**src/rtl/bound_buffer_pp.sv**
```systemverilog
// bound_buffer_pp: ping-pong store of per-character bounding boxes between segmentation and crop stages
//   aclk, aresetn          clock, asynchronous active-low reset
//   bound_y_*, *_we        y bounds written into the write bank
//   bound_x_*_addr/_/_we   x min/max halves of one entry, paired by the pair FSM
//   frame_done             swap banks and clear the new write bank
//   read, clr              present the next entry / restart the read sequence
//   bound_*_o, bound_valid presented entry of the read bank
//   char_count             valid entries in the read bank
//   read_done, pair_err    single-cycle status pulses
module bound_buffer_pp #(
  parameter int COORD_W  = 16,
  parameter int NUM_CHAR = 8,
  parameter int ADDR_W   = 3
) (
  input  logic               aclk,
  input  logic               aresetn,
  input  logic [COORD_W-1:0] bound_y_min,
  input  logic               bound_y_min_we,
  input  logic [COORD_W-1:0] bound_y_max,
  input  logic               bound_y_max_we,
  input  logic [ADDR_W-1:0]  bound_x_min_addr,
  input  logic [COORD_W-1:0] bound_x_min,
  input  logic               bound_x_min_we,
  input  logic [ADDR_W-1:0]  bound_x_max_addr,
  input  logic [COORD_W-1:0] bound_x_max,
  input  logic               bound_x_max_we,
  input  logic               frame_done,
  input  logic               read,
  input  logic               clr,
  output logic               bound_valid,
  output logic [ADDR_W-1:0]  bound_x_addr_o,
  output logic [COORD_W-1:0] bound_x_min_o,
  output logic [COORD_W-1:0] bound_x_max_o,
  output logic [COORD_W-1:0] bound_y_min_o,
  output logic [COORD_W-1:0] bound_y_max_o,
  output logic [ADDR_W:0]    char_count,
  output logic               read_done,
  output logic               pair_err
);
  typedef enum logic {WAIT_MIN, WAIT_MAX} state_t;
  localparam logic [ADDR_W:0] NC = (ADDR_W+1)'(NUM_CHAR);
  logic [COORD_W-1:0] xmin_m [2][NUM_CHAR];
  logic [COORD_W-1:0] xmax_m [2][NUM_CHAR];
  logic [NUM_CHAR-1:0] vld [2];
  logic [COORD_W-1:0] ymin_m [2];
  logic [COORD_W-1:0] ymax_m [2];
  logic wsel, rb;
  state_t state, nstate;
  logic [ADDR_W-1:0] cap_a, ncap_a, p_a, cm_a;
  logic [COORD_W-1:0] cap_v, ncap_v, p_v, cm_lo, cm_hi;
  logic cm_v, cm_b, commit, err, mn, mx, hit, clr_q, clr_rise;
  logic [ADDR_W:0] rd_ptr, cnt;
  logic [ADDR_W-1:0] ri;
  assign rb = ~wsel;
  assign ri = rd_ptr[ADDR_W-1:0];
  assign clr_rise = clr & ~clr_q;
  // out-of-range strobes are dropped here so the FSM never sees them
  assign mn = bound_x_min_we & ({1'b0, bound_x_min_addr} < NC);
  assign mx = bound_x_max_we & ({1'b0, bound_x_max_addr} < NC);
  // a min arriving this cycle supersedes any pending one as the pair partner
  assign p_a = mn ? bound_x_min_addr : cap_a;
  assign p_v = mn ? bound_x_min : cap_v;
  assign hit = bound_x_max_addr == p_a;
  always_comb begin
    nstate = state;
    ncap_a = cap_a;
    ncap_v = cap_v;
    err = (bound_x_min_we & ~mn) | (bound_x_max_we & ~mx);
    if (state == WAIT_MIN) begin
      commit = mn & mx & hit;
      err = err | (mx & ~(mn & hit));
      if (mn & ~mx) begin
        nstate = WAIT_MAX;
        ncap_a = bound_x_min_addr;
        ncap_v = bound_x_min;
      end
    end else begin
      commit = mx & hit;
      err = err | mn | (mx & ~hit);
      if (mn) begin
        ncap_a = bound_x_min_addr;
        ncap_v = bound_x_min;
      end
      if (mx) nstate = WAIT_MIN;
    end
    if (frame_done) nstate = WAIT_MIN;
  end
  always_comb begin
    cnt = '0;
    for (int i = 0; i < NUM_CHAR; i++) cnt = cnt + (ADDR_W+1)'(vld[rb][i]);
  end
  always_ff @(posedge aclk or negedge aresetn) begin
    if (!aresetn) begin
      xmin_m <= '{default: '0};
      xmax_m <= '{default: '0};
      vld <= '{default: '0};
      ymin_m <= '{default: '0};
      ymax_m <= '{default: '0};
    end else begin
      if (frame_done) begin
        vld[rb] <= '0;
        ymin_m[rb] <= '0;
        ymax_m[rb] <= '0;
      end
      if (bound_y_min_we) ymin_m[wsel] <= bound_y_min;
      if (bound_y_max_we) ymax_m[wsel] <= bound_y_max;
      // staged commit targets the bank captured with the strobe, even across a swap
      if (cm_v) begin
        xmin_m[cm_b][cm_a] <= cm_lo;
        xmax_m[cm_b][cm_a] <= cm_hi;
        vld[cm_b][cm_a] <= 1'b1;
      end
    end
  end
  always_ff @(posedge aclk or negedge aresetn) begin
    if (!aresetn) begin
      state <= WAIT_MIN;
      cap_a <= '0;
      cap_v <= '0;
      cm_v <= 1'b0;
      cm_b <= 1'b0;
      cm_a <= '0;
      cm_lo <= '0;
      cm_hi <= '0;
      wsel <= 1'b0;
      clr_q <= 1'b0;
      rd_ptr <= '0;
      bound_valid <= 1'b0;
      bound_x_addr_o <= '0;
      bound_x_min_o <= '0;
      bound_x_max_o <= '0;
      bound_y_min_o <= '0;
      bound_y_max_o <= '0;
      char_count <= '0;
      read_done <= 1'b0;
      pair_err <= 1'b0;
    end else begin
      state <= nstate;
      cap_a <= ncap_a;
      cap_v <= ncap_v;
      cm_v <= commit;
      cm_b <= wsel;
      cm_a <= p_a;
      cm_lo <= p_v;
      cm_hi <= bound_x_max;
      pair_err <= err;
      clr_q <= clr;
      char_count <= cnt;
      read_done <= 1'b0;
      if (frame_done) wsel <= ~wsel;
      if (frame_done || clr_rise) begin
        rd_ptr <= '0;
        bound_valid <= 1'b0;
      end else if (read) begin
        if (rd_ptr < NC) begin
          bound_valid <= vld[rb][ri];
          bound_x_addr_o <= ri;
          bound_x_min_o <= xmin_m[rb][ri];
          bound_x_max_o <= xmax_m[rb][ri];
          bound_y_min_o <= ymin_m[rb];
          bound_y_max_o <= ymax_m[rb];
          rd_ptr <= rd_ptr + (ADDR_W+1)'(1);
        end else begin
          read_done <= 1'b1;
          bound_valid <= 1'b0;
        end
      end
    end
  end
endmodule

```
**config.mk**
```make
export PLATFORM = sky130hd
export DESIGN_NAME = bound_buffer_pp
export DESIGN_NICKNAME = d
export VERILOG_FILES = /design/src/rtl/bound_buffer_pp.sv
export SDC_FILE = /design/constraint.sdc
export NUM_CORES = 1
export LEC_CHECK = 0
export ABC_CLOCK_PERIOD_IN_PS = 5300
export BUFFER_PORTS_ARGS = -buffer_cell sky130_fd_sc_hd__buf_2
export CAP_MARGIN = 25
export CORE_MARGIN = 1
export CORE_UTILIZATION = 38
export CTS_CLUSTER_DIAMETER = 60
export DETAILED_ROUTE_END_ITERATION = 12
export MAX_ROUTING_LAYER = met4
export PLACE_DENSITY = 0.64
export SLEW_MARGIN = 20
export SYNTH_ARGS = -nofsm -noshare
export SYNTH_HDL_FRONTEND = slang
export SYNTH_SLANG_ARGS = --single-unit
```
**constraint.sdc**
```tcl
create_clock -name aclk -period 5.3 [get_ports aclk]
set_clock_uncertainty 0.2 [all_clocks]
set_input_delay 0.53 -clock aclk [delete_from_list [all_inputs] [get_ports aclk]]
set_output_delay 0.53 -clock aclk [all_outputs]
set_load 0.05 [all_outputs]
```
==> run_results.csv <==
group,metric,value,unit
outcome,outcome,"finished clean",
placed_design,hpwlAfterDp,46800,µm
floorplanning,core_area,82200,µm²
floorplanning,fp-row-count,105,
clock_network,cts_buffers,81,
logic_synthesis,netlist-cell-type-count,40,
critical_path,endpoint_kind,"flop",
timing,rsz0062_at_grt,"false",
floorplanning,die_y,290,µm
logic_synthesis,syn_area_per_cell,14.6,µm²
critical_path,arrival,4.11,ns
timing,period_needed,3.78,ns
floorplanning,dieArea,84300,µm²
drt,first_pass_iters,5,
floorplanning,io_pins,153,
logic_synthesis,synth.area.top_cells,"dfrtp_1, mux2_2, mux4_2, nand2_1, clkbuf_1",
logic_synthesis,synth_top_area_share,57.7,%
floorplanning,start_util,38.4,%
layout,nets,2428,
grt,first_global_vias,20577,
hold_path,hold_class,"input pin to flop",
layout,areaGrowthSynthToFinish,16.5,%
placed_design,gp_congestion,0.752,
clock_network,post-cts-setup-buffers,0,
drt,wl_per_cell,22.0,µm
logic_synthesis,synth_nets,2253,
placed_design,port_buffers,152,
clock_network,worstSkewPairLatency,0.63,ns
critical_path,critPathLaunchType,"flop",
logic_synthesis,syn_inst,2166,
layout,fin_util,44.8,%
timing,setup_violations,0,
logic_synthesis,synth_top_area_cell,"dfrtp_1",
layout,layout_common_cells,"dfrtp_1, mux2_2, nand2_1",
floorplanning,die_width,290,µm
timing,drv_slew,0,
timing,fmax,264,MHz
drt,drc,0,
grt,overflow,0,
grt,grt_max_degree,123,
drt,ant_nets,0,
pwr,power_leakage,17.6,nW
clock_network,clock-sinks,729,
critical_path,critPathMaxFanout,51,
logic_synthesis,yosysWarnings,0,
logic_synthesis,synth_flop_cell,"dfrtp_1",
pwr,p_per_area,427,nW/µm²
logic_synthesis,synth_edf_count,0,
timing,fin_crit_sh,71.4,%
logic_synthesis,yosysSeqAreaShare,57.7,%
clock_network,clk_pin_slew,0.06,ns
drt,via_per_inst,5.38,
clock_network,cts_max_path_buffers,3,
drt,drt_wl_total,76600,µm
logic_synthesis,synth.cell_area,31600,µm²
timing,worst_hold_slack,0.141,ns
grt,grt_pass1_wl,121000,µm
logic_synthesis,synth-seq-cells,729,
timing,slew_headroom,28.9,%
drt,drt_iter0_markers,964,
layout,nFillCells,7239,
layout,fin_area,36800,µm²
drt,vias,18713,
placed_design,placed_cell_area,33400,µm²
clock_network,cts_tree,"yes",
critical_path,required,5.63,ns
timing,hold_viol_final,0,
layout,drive_above_1_share,43.6,%
grt,antenna_found_initial,3,
logic_synthesis,synthArstFlopShare,100,%
grt,grt_usage,19.1,%
run,maxCapViolCount,0,
timing,fin_setup_tns,0,ns
pwr,ir_drop,0.228,mV
layout,final_common_cell,"dfrtp_1",
clock_network,cts_root_buf,"clkbuf_16",
timing,worst_slew_pin_slew,1.06,ns
critical_path,critical_path_class,"flop to flop",
clock_network,htreeDepth,3,
-- where the power goes --
part	leakage, nW	internal, mW	switching, mW
clock	1.31	3.29	2.26
combinational	6.46	1.27	1.72
sequential	9.87	6.56	0.648
-- cells by family (layout without fill, tap and decap cells) --
kind of cell	after synthesis	after routing	share of synthesized area (%)
other	0	1	0
buffers and inverters	183	424	2.82
xor gates and xnor gates	8	8	0.222
DFF	729	729	57.7
and+or+nand+nor	323	323	4.37
AOI/OAI and AO/OA	179	179	3.69
muxes	736	736	30.8
adders and majority gates	8	8	0.412
-- path summary, 6_finish.rpt --
kind	cells after the start	end	slack, ns	from
worst min register to register	2	bound_x_addr_o[1]	0.28	bound_x_addr_o[1]
worst min-delay path	3	cm_v	0.14	bound_x_max_addr[1]
max in group asynchronous	3	ymax_m[18]	3.09	aresetn
worst max register to register	10	char_count[1]	1.52	wsel
min in group asynchronous	2	xmax_m[21]	0.40	aresetn
worst max-delay path	10	char_count[1]	1.52	wsel
-- worst max-delay path, stage by stage, from the launching register on --
cell and delay, ns:
dfrtp_2 0.48, buf_4 0.65, mux2_2 0.43, fa_1 0.54, inv_1 0.05, fa_1 0.43, inv_1 0.08, ha_1 0.16
inv_1 0.07, fa_1 0.54, inv_1 0.04
-- cell type report --
class	instances	area (µm²)	share of cell area, %
inverters	7	26.3	0.0713
repair buffers	268	1950	5.29
diodes	1	2.50	0.00679
clock buffers	124	2400	6.52
well taps	1070	1340	3.64
multi-input cells	1254	12600	34.2
clock inverters	25	260	0.707
flip-flops and latches	729	18300	49.6
-- synthesized netlist by cell type (all sizes together), types with 2 or more instances --
cell type and n:
a22o 20, clkbuf 97, or3 3, o21ai 35, nor3 4, nor2 15
a221o 20, xor2 4, nand2 243, a21oi 66, buf 79, mux4 131
a22oi 25, ha 4, mux2 569, a21o 10, mux2i 36, nor4 4
dfrtp 729, nor2b 8, fa 4, and2 5, nand3 2, nand2b 28
xnor2 4, nand3b 6, inv 7
-- per-layer routing --
metal	up-vias	global-route usage (%)	wire length, µm
met3	106	2.40	2840
met4	0	5.51	1510
met5	-	-	0
met2	424	31.1	37600
li1	8180	-	-
met1	10003	25.0	34700
-- flip-flops by register name, indices dropped and copies added (netlist names), 4 cells and up --
signal / flops
vld: 16
cm_hi: 16
bound_x_max_o: 16
ymax_m: 32
xmin_m: 256
bound_y_min_o: 16
xmax_m: 256
ymin_m: 32
cap_v: 16
rd_ptr: 4
char_count: 4
bound_y_max_o: 16
bound_x_min_o: 16
cm_lo: 16
-- per-stage QoR --
step           setup WS, ns  total power, mW  instances
2_1_floorplan          1.27             9.34       2166
3_3_place_gp           1.52             10.1       3253
3_5_place_dp           1.51             10.3       3256
4_1_cts                1.49             15.9       3476
5_1_grt                1.30             16.5       3478
6_report               1.52             15.7       3478
-- what timing repair did --
action / in CTS / in global routing
hold endpoints to repair: 208 / 0
hold buffers: 71 / 0
resized for setup: 0 / 0
No activity file was read; power rests on OpenSTA's default activity.
